**src/rtl/rate_scheduler_pkg.sv**
```systemverilog
// Shared types and constants for the rate scheduler slice.
package rate_sched_pkg;

  localparam int unsigned CNT_W      = 32;
  localparam int unsigned DIV_CYCLES = 32;

  typedef enum logic [2:0] {
    IDLE,
    ARB,
    DIV,
    WAIT_EDGE,
    COMMIT,
    REJECT
  } state_t;

endpackage

```
**src/rtl/rate_div_iter.sv**
```systemverilog
// Iterative restoring divider: one quotient bit per cycle, done pulses on the last step.
module rate_div_iter
  import rate_sched_pkg::*;
#(
  parameter int unsigned RATE_W = 20
) (
  input  logic              inClock,
  input  logic              reset,
  input  logic              start,
  input  logic [CNT_W-1:0]  dividend,
  input  logic [RATE_W-1:0] divisor,
  output logic [CNT_W-1:0]  quotient,
  output logic              done
);

  localparam int unsigned STEP_W = $clog2(DIV_CYCLES);

  logic [STEP_W-1:0] step;
  logic              running;
  logic [RATE_W-1:0] rem;
  logic [RATE_W-1:0] divReg;
  logic [CNT_W-1:0]  quo;
  logic [RATE_W:0]   remShift;
  logic [RATE_W:0]   remSub;

  // A set top bit of remSub means the trial subtraction went negative.
  always_comb begin
    remShift = {rem, quo[CNT_W-1]};
    remSub   = remShift - {1'b0, divReg};
  end

  always_ff @(posedge inClock or negedge reset) begin
    if (!reset) begin
      step    <= '0;
      running <= 1'b0;
      rem     <= '0;
      divReg  <= '0;
      quo     <= '0;
    end else if (start) begin
      step    <= '0;
      running <= 1'b1;
      rem     <= '0;
      divReg  <= divisor;
      quo     <= dividend;
    end else if (running) begin
      if (!remSub[RATE_W]) begin
        rem <= remSub[RATE_W-1:0];
        quo <= {quo[CNT_W-2:0], 1'b1};
      end else begin
        rem <= remShift[RATE_W-1:0];
        quo <= {quo[CNT_W-2:0], 1'b0};
      end
      step <= step + STEP_W'(1);
      if (step == STEP_W'(DIV_CYCLES - 1)) running <= 1'b0;
    end
  end

  assign done     = running && (step == STEP_W'(DIV_CYCLES - 1));
  assign quotient = quo;

endmodule

```
**src/rtl/rate_scheduler.sv**
```systemverilog
// Shared programmable square-wave divider with round-robin rate-change arbitration.
// Optional RATE_SCHED_CLAMP_EN: clamp over-range rates to MAX_HZ instead of rejecting them.
module rate_scheduler
  import rate_sched_pkg::*;
#(
  parameter int unsigned CLK_HZ     = 50000000,
  parameter int unsigned NUM_REQ    = 4,
  parameter int unsigned RATE_W     = 20,
  parameter int unsigned DEFAULT_HZ = 100,
  parameter int unsigned MAX_HZ     = 1000000
) (
  input  logic                        inClock,
  input  logic                        reset,
  input  logic [NUM_REQ-1:0]          req,
  input  logic [NUM_REQ*RATE_W-1:0]   rateHz,
  output logic [NUM_REQ-1:0]          ack,
  output logic [NUM_REQ-1:0]          nack,
  output logic [$clog2(NUM_REQ)-1:0]  owner,
  output logic                        busy,
  output logic                        outClock,
  output logic                        tick
);

  localparam int unsigned       IDX_W      = $clog2(NUM_REQ);
  localparam logic [CNT_W-1:0]  RESET_HALF = CNT_W'(CLK_HZ / (2 * DEFAULT_HZ));
  localparam logic [CNT_W-1:0]  DIVIDEND   = CNT_W'(CLK_HZ / 2);
  localparam logic [RATE_W-1:0] MAX_RATE   = RATE_W'(MAX_HZ);

  state_t            state, nextState;
  logic [IDX_W-1:0]  rrPtr, grant, pick, nextPtr;
  logic              pickValid;
  logic [RATE_W-1:0] pickRate, divRate;
  logic              rejectRate;
  logic [CNT_W-1:0]  counter, halfPeriod, quotient;
  logic              phaseEnd, fallEdge;
  logic              divStart, divDone;

  always_comb begin
    pickValid = 1'b0;
    pick      = '0;
    for (int unsigned i = 0; i < NUM_REQ; i++) begin
      if (!pickValid && req[(32'(rrPtr) + i) % NUM_REQ]) begin
        pickValid = 1'b1;
        pick      = IDX_W'((32'(rrPtr) + i) % NUM_REQ);
      end
    end
  end

  assign pickRate = rateHz[32'(pick)*RATE_W +: RATE_W];

`ifdef RATE_SCHED_CLAMP_EN
  assign rejectRate = (pickRate == '0);
  assign divRate    = (pickRate > MAX_RATE) ? MAX_RATE : pickRate;
`else
  assign rejectRate = (pickRate == '0) || (pickRate > MAX_RATE);
  assign divRate    = pickRate;
`endif

  assign nextPtr = (grant == IDX_W'(NUM_REQ - 1)) ? '0 : grant + IDX_W'(1);

  rate_div_iter #(
    .RATE_W (RATE_W)
  ) u_div (
    .inClock  (inClock),
    .reset    (reset),
    .start    (divStart),
    .dividend (DIVIDEND),
    .divisor  (divRate),
    .quotient (quotient),
    .done     (divDone)
  );

  always_comb begin
    nextState = state;
    ack       = '0;
    nack      = '0;
    busy      = (state != IDLE);
    divStart  = 1'b0;
    case (state)
      IDLE:      if (|req) nextState = ARB;
      ARB: begin
        if (!pickValid)     nextState = IDLE;
        else if (rejectRate) nextState = REJECT;
        else begin
          nextState = DIV;
          divStart  = 1'b1;
        end
      end
      DIV:       if (divDone) nextState = WAIT_EDGE;
      WAIT_EDGE: if (fallEdge) nextState = COMMIT;
      COMMIT: begin
        ack[grant] = 1'b1;
        nextState  = IDLE;
      end
      REJECT: begin
        nack[grant] = 1'b1;
        nextState   = IDLE;
      end
      default:   nextState = IDLE;
    endcase
  end

  always_ff @(posedge inClock or negedge reset) begin
    if (!reset) begin
      state <= IDLE;
      rrPtr <= '0;
      grant <= '0;
      owner <= '0;
    end else begin
      state <= nextState;
      if (state == ARB) grant <= pick;
      if (state == COMMIT) begin
        owner <= grant;
        rrPtr <= nextPtr;
      end
      if (state == REJECT) rrPtr <= nextPtr;
    end
  end

  assign phaseEnd = (counter == halfPeriod - CNT_W'(1));
  assign fallEdge = phaseEnd && outClock;

  // New half-period lands on the falling toggle, so the old period always completes.
  always_ff @(posedge inClock or negedge reset) begin
    if (!reset) begin
      counter    <= '0;
      halfPeriod <= RESET_HALF;
      outClock   <= 1'b0;
      tick       <= 1'b0;
    end else begin
      tick <= phaseEnd && !outClock;
      if (phaseEnd) begin
        counter  <= '0;
        outClock <= ~outClock;
      end else begin
        counter <= counter + CNT_W'(1);
      end
      if (state == WAIT_EDGE && fallEdge) halfPeriod <= quotient;
    end
  end

endmodule

```
**config.mk**
```make
export PLATFORM = sky130hd
export DESIGN_NAME = rate_scheduler
export DESIGN_NICKNAME = d
export VERILOG_FILES = /design/src/rtl/rate_scheduler_pkg.sv /design/src/rtl/rate_div_iter.sv /design/src/rtl/rate_scheduler.sv
export SDC_FILE = /design/constraint.sdc
export NUM_CORES = 1
export LEC_CHECK = 0
export ABC_AREA = 1
export BUFFER_PORTS_ARGS = -buffer_cell sky130_fd_sc_hd__clkbuf_2
export CORE_MARGIN = 1.5
export CORE_UTILIZATION = 40
export DETAILED_ROUTE_END_ITERATION = 8
export PLACE_DENSITY = 0.68
export SLEW_MARGIN = 30
export SYNTH_ARGS = -nofsm -noshare
export SYNTH_HDL_FRONTEND = slang
export SYNTH_HIERARCHICAL = 1
export SYNTH_SLANG_ARGS = --single-unit
export TNS_END_PERCENT = 100
```
**constraint.sdc**
```tcl
create_clock -name inClock -period 3.85 [get_ports inClock]
set_input_delay 0.385 -clock inClock [delete_from_list [all_inputs] [get_ports inClock]]
set_output_delay 0.385 -clock inClock [all_outputs]
set_load 0.02 [all_outputs]
```
==> results.cfg, run 1 <==
[run_status]
status = finished clean

[cells_and_area]
fill_cells = 2713
drive_gt1_share_pct = 16.4
antenna_cells = 0
postLayoutCoreUtil_pct = 46.5
fin_nets = 1807
final_cell_area_um2 = 12600
area_growth_pct = 13.7

[cts]
cts.path.max_buffers = 2
clk_latency_ps = 430
cts_sinks = 153
cts.clk_slew.worst_paths_ps = 70
cts_tree = built
htree_levels = 4
postCtsSetupBuffers = 0
root_buffer = clkbuf_16
ctsHoldBuffers = 0
cts.repair.resized = 0
numCtsBuffers = 17

[power]
pwr-share-comb_pct = 61.3
internal_power_uw = 5120
power_density_nw_per_um2 = 834
max-vdd-ir-drop_mv = 0.394
seqPwrFrac_pct = 23.0
clkPwrFrac_pct = 15.7
totalPowerFinal_uw = 10500
switching_share_pct = 51.3
power.leakage_uw = 0.00683
power_switching_uw = 5390

[global_routing]
grt_pass1_wl_um = 45400
antenna_found_initial = 0
grt_pass1_vias = 9626
grt_remaining_overflow = 0
grt_max_degree = 102
grt_use_total_pct = 19.4

[timing]
period_needed_ps = 3470
maxSlewViolCount = 0
fmax_mhz = 288
finClkSkew_ps = 7.07
setup_violations = 0
max-slew-margin-rel_pct = 38.1
rsz0062_at_grt = false
hold_viol = 0
worst_slew_pin_slew_ps = 929
tns_ps = 0
fin_crit_sh_pct = 90.1
timing.final.ws_setup_ps = 382

[synth]
yosysMostFrequentCell = nand2_1
synth_cell_types = 49
avgSynthCellArea_um2 = 7.01
synth_common_cells = 449 x nand2_1, 256 x inv_1, 146 x dfrtp_1, 132 x nor2_1, 112 x nand3_1
synthArstFlopShare_pct = 100
synthMuxAreaShare_pct = 0
synth_seq_cells = 153
syn_area_um2 = 11100
synth_fa_ha_area_share_pct = 3.34
synth_compound_area_share_pct = 8.21
ys_warn_count = 6
syn_inst = 1581
synth_edf_count = 0
synth_top_family_by_area = simple AND/OR/NAND/NOR gates
yosysSeqAreaShare_pct = 34.6
yosys.area.top_type = dfrtp_1
yosys.area_share.xor_xnor_pct = 6.80
synth-simple-area-share_pct = 35.2
synth_top_area_share_pct = 33.0
ys.flop_type = dfrtp_1
ys_top_cells_by_area = dfrtp_1 33%, nand2_1 15%, inv_1 8.7%

[detailed_routing]
first_pass_iters = 5
wl_um = 26700
viasPerCell = 4.76
detail_route.iter0.violations = 673
vias = 9890
wl_per_cell_um = 12.9
drt.antenna.violating_nets = 0
drc = 0

[worst_setup_path]
path_cells = inv_4 > nand2_1 > nand3_1 > nand2_1 > nor2_1 > nand3_1 > nand3_1 > nand2_2 > buf_4 > nand3_1 > nand2_1 > nor2_1 > nand2_1 > nor2_1 > nand3_1 > nand3_1 > inv_2 > nor2_1 > buf_6 > nand3_1 > nand2_1 > nand2_1 > nand2_1
reg2reg_slack_ps = 380
critPathMaxFanout = 25
startpoint_type = flop
critical_path.endpoint_type = flop
r2r_cells = 23
cp.required_ps = 4220
arrival_ps = 3830
crit_slowest_cell = dfrtp_2
r2r_start = rrPtr[0]
cpPeakStageDelay_ps = 500
rr_endpoint = u_div/rem[19]
worstSetupPathType = flop to flop

[die]
die_area_um2 = 28700
ios = 99
core_area_um2 = 27100
row_count = 60
start_util_pct = 40.9
dieWidth_um = 169
die_h_um = 169

[placement]
gp_congestion = 0.969
postPlaceCellArea_um2 = 12000
hpwlAfterDp_um = 20100
io_buffers = 98
place_ws_ps = 177

[job]
cap_violations = 0

[worst_hold_path]
min_path_type = input port to async pin
[placed cells by master, fill, tap and decap left out, types with 7 or more instances in the layout]
cell type	n
buf_4	12
inv_1	255
dfstp_2	7
a21oi_1	20
xor2_1	61
nor2_1	132
nand4_1	47
nand2_2	53
inv_2	9
xnor2_1	25
clkbuf_16	17
o221ai_1	28
clkbuf_2	97
nand2_1	449
o21ai_0	33
nand3_1	112
ha_1	28
nor3_1	25
conb_1	32
o21ai_2	32
dfrtp_1	145
[cell families (layout without fill, tap and decap cells)]
group | count (synthesis) | in the layout
AOI/OAI and AO/OA | 129 | 129
xor gates and xnor gates | 86 | 86
adders and majority gates | 29 | 29
buffers and inverters | 319 | 412
DFF | 153 | 153
other | 2 | 32
and+or+nand+nor | 863 | 864
[per-stage QoR]
stage,cells,hold slack [ps]
3_5_place_dp,2044,472
5_1_grt,2077,96.4
4_1_cts,2076,101
2_1_floorplan,1611,89.4
3_3_place_gp,2044,470
6_report,2077,38.5
[flip-flops by register name, summed over array words and instances, names as in the netlist, 2 cells and up]
name / count
counter: 32
halfPeriod: 32
u_div/quotient: 32
u_div/divReg: 20
u_div/rem: 20
u_div/step: 5
state: 3
grant: 2
owner: 2
rrPtr: 2
[per-layer routing]
layer / vias up / share of wire (%) / wire [um] / track usage (%)
li1: 5177 / - / - / -
met1: 4495 / 46 / 12400 / 24.5
met2: 181 / 48 / 12800 / 33.1
met3: 37 / 3.5 / 933 / 3.64
met4: 0 / 2.3 / 616 / 6.43
met5: - / 0 / 0 / 0
[critical path: cells and delay by family, from the launching register on]
family / cells / cell delay (ps)
flip-flops: 1 / 500
buffers and inverters: 4 / 720
AND/OR/NAND/NOR: 19 / 2170
[power by group through the flow]
stage                     Combinational, uW  Clock, uW  Sequential (uW)
after floorplan                        5030          0             2350
after global placement                 6250          0             2430
after detailed placement               6350          0             2440
after CTS                              6380       1700             2410
after global routing                   7340       1760             2470
final                                  6440       1650             2410
[worst max-delay path by stage]
| stage | from | end | slack [ps] | depth (start not counted) |
|---|---|---|---|---|
| after floorplan | rrPtr[0] | u_div/quotient[10] | 730 | 24 |
| after global placement | rrPtr[0] | u_div/rem[17] | 270 | 26 |
| after detailed placement | rrPtr[0] | u_div/rem[17] | 180 | 26 |
| after CTS | rrPtr[0] | u_div/rem[19] | 160 | 26 |
| after global routing | rrPtr[0] | u_div/rem[19] | 40 | 24 |
| final | rrPtr[0] | u_div/rem[19] | 380 | 23 |
[cell type report]
type                       instances  area (um2)  area share [%]
inverter                         267        1010            8.00
tap                              372         465            3.69
multi-input combinational       1140        6070            48.2
sequential                       153        3840            30.5
clock buffer                      17         425            3.38
clock inverter                    15         151            1.20
timing repair buffer             113         641            5.08
No activity file was read; power rests on OpenSTA's default activity.
==> run 2: changes to the inputs <==
--- a/config.mk
+++ b/config.mk
@@ -10,6 +10,7 @@
 export CORE_MARGIN = 1.5
 export CORE_UTILIZATION = 40
 export DETAILED_ROUTE_END_ITERATION = 8
+export GPL_TIMING_DRIVEN = 0
 export PLACE_DENSITY = 0.68
 export SLEW_MARGIN = 30
 export SYNTH_ARGS = -nofsm -noshare
==> results.cfg, run 2 (synthesis results as in run 1) <==
[worst_setup_path]
cp_num_buf_inv = 7
path_cells = buf_6 > inv_4 > nand2_1 > nand3_1 > nand2_1 > nand2_2 > nand2_2 > nand2_4 > nand3_4 > inv_2 > buf_4 > nand2_1 > nand3_1 > nand2_1 > a21oi_1 > nand2_1 > nor2_1 > nand3_1 > nand3_2 > clkinvlp_4 > nor2_4 > inv_1 > clkbuf_2 > o211ai_1
crit_slowest_cell = dfrtp_1
arrival_ps = 3890
worstSetupPathType = flop to flop
cp_top_family = simple AND/OR/NAND/NOR gates
cpPeakStageDelay_ps = 370
cpMostUsedCell = nand2_1
startpoint_type = flop
cp.required_ps = 4190
critical_path.endpoint_type = flop
critPathMaxFanout = 10

[cells_and_area]
layout_commonest_cell = nand2_1
area_growth_pct = 16.8
fin_nets = 1854
final_cells = 2124
final_cell_mix = 449 x nand2_1, 255 x inv_1, 146 x dfrtp_1
fill_cells = 2743
drive_gt1_share_pct = 17.8
antenna_cells = 0

[die]
die_h_um = 169
start_util_pct = 40.9
dieWidth_um = 169
ios = 99
die_area_um2 = 28700
core_area_um2 = 27100
row_count = 60

[detailed_routing]
drt.antenna.violating_nets = 0
first_pass_iters = 5
wl_per_cell_um = 13.0
vias = 10200
viasPerCell = 4.79
detail_route.iter0.violations = 542
drc = 0
wl_um = 27700

[timing]
period_needed_ps = 3550
fin_crit_sh_pct = 92.1
setup_violations = 0
worst_slew_pin_slew_ps = 724
tns_ps = 0
max-slew-margin-rel_pct = 51.4
fmax_mhz = 282
maxSlewViolCount = 0
finClkSkew_ps = 10.8
hold_viol = 0

[global_routing]
grt_max_degree = 77
grt_use_total_pct = 20.3
grt_pass1_vias = 9828
grt_remaining_overflow = 0
antenna_found_initial = 0
grt_pass1_wl_um = 46900

[run_status]
status = finished clean

[job]
cap_violations = 0

[cts]
cts_sinks = 153
cts.path.max_buffers = 2
root_buffer = clkbuf_16
htree_levels = 4
clk_latency_ps = 430
numCtsBuffers = 17
cts.clk_slew.worst_paths_ps = 70
cts_tree = built

[power]
max-vdd-ir-drop_mv = 0.436
power.leakage_uw = 0.00702
power_density_nw_per_um2 = 848

[placement]
io_buffers = 98
hpwlAfterDp_um = 21700
place_inst = 2083
gp_congestion = 0.919

[worst_hold_path]
min_path_type = input port to async pin
-- run 2: cell types whose count changed in the layout (fill, tap and decap cells not counted), moves of 2 or more --
cell	previous run	this run
clkbuf_1	0	16
buf_2	0	11
buf_6	1	9
clkbuf_2	97	105
clkbuf_4	0	3
buf_12	2	0
buf_16	0	2
buf_4	12	14
bufinv_16	0	2
clkinv_4	1	3
clkinv_8	2	0
inv_6	6	4
nor2_1	132	130
nor2_4	4	6
-- run 2: metal layers --
layer  wire length [um]  up-vias  global-route usage, %
li1                   -     5277                      -
met1              12400     4617                   25.2
met2              13400      222                   35.1
met3               1050       50                   3.66
met4                844        0                   7.73
met5                  0        -                      0
-- run 2: metrics by stage --
step / power, uW / cell area [um2] / util (%) / setup WS, ps / hold WS [ps]
after floorplan: 7370 / 11200 / - / 728 / 89.4
after global placement: 8940 / 12200 / 44.8 / -448 / 475
after detailed placement: 9050 / 12200 / 45.1 / -453 / 207
after CTS: 10800 / 12800 / 47.4 / -13.2 / 316
after global routing: 12100 / 12900 / 47.8 / -34.6 / 309
final: 11000 / 12900 / 47.8 / 303 / 321
-- run 2: final timing paths --
path	from	endpoint	slack (ps)	depth (start not counted)
min in group inClock	rateHz[74]	u_div/divReg[14]	390	5
max reg2reg	rrPtr[0]	u_div/quotient[1]	300	24
max	rrPtr[0]	u_div/quotient[1]	300	24
max in group asynchronous	reset	u_div/divReg[2]	2590	4
min	reset	counter[3]	320	2
min reg2reg	halfPeriod[1]	halfPeriod[1]	490	2
-- run 2: repair_timing --
action,in CTS,in global routing
resized for setup,7,19
gates cloned,0,0
endpoints found under the setup margin,60,74
hold buffers,1,0
setup buffers,0,10
pin swaps,0,3
hold endpoints to repair,4,0
-- run 2: final cells by class --
class | instances | area, um2 | share of cell area, %
plain buffers | 50 | 305 | 2.36
clock buffers | 18 | 429 | 3.32
clock inverters | 14 | 178 | 1.37
inverters | 267 | 1010 | 7.80
multi-input cells | 1139 | 6080 | 47.0
flip-flops and latches | 153 | 3840 | 29.6
well taps | 372 | 465 | 3.60
repair buffers | 111 | 639 | 4.94
-- run 2: power breakdown --
part / switching [uW] / internal (uW)
clock network: 768 / 989
logic: 4470 / 2330
registers: 309 / 2110
total: 5540 / 5430
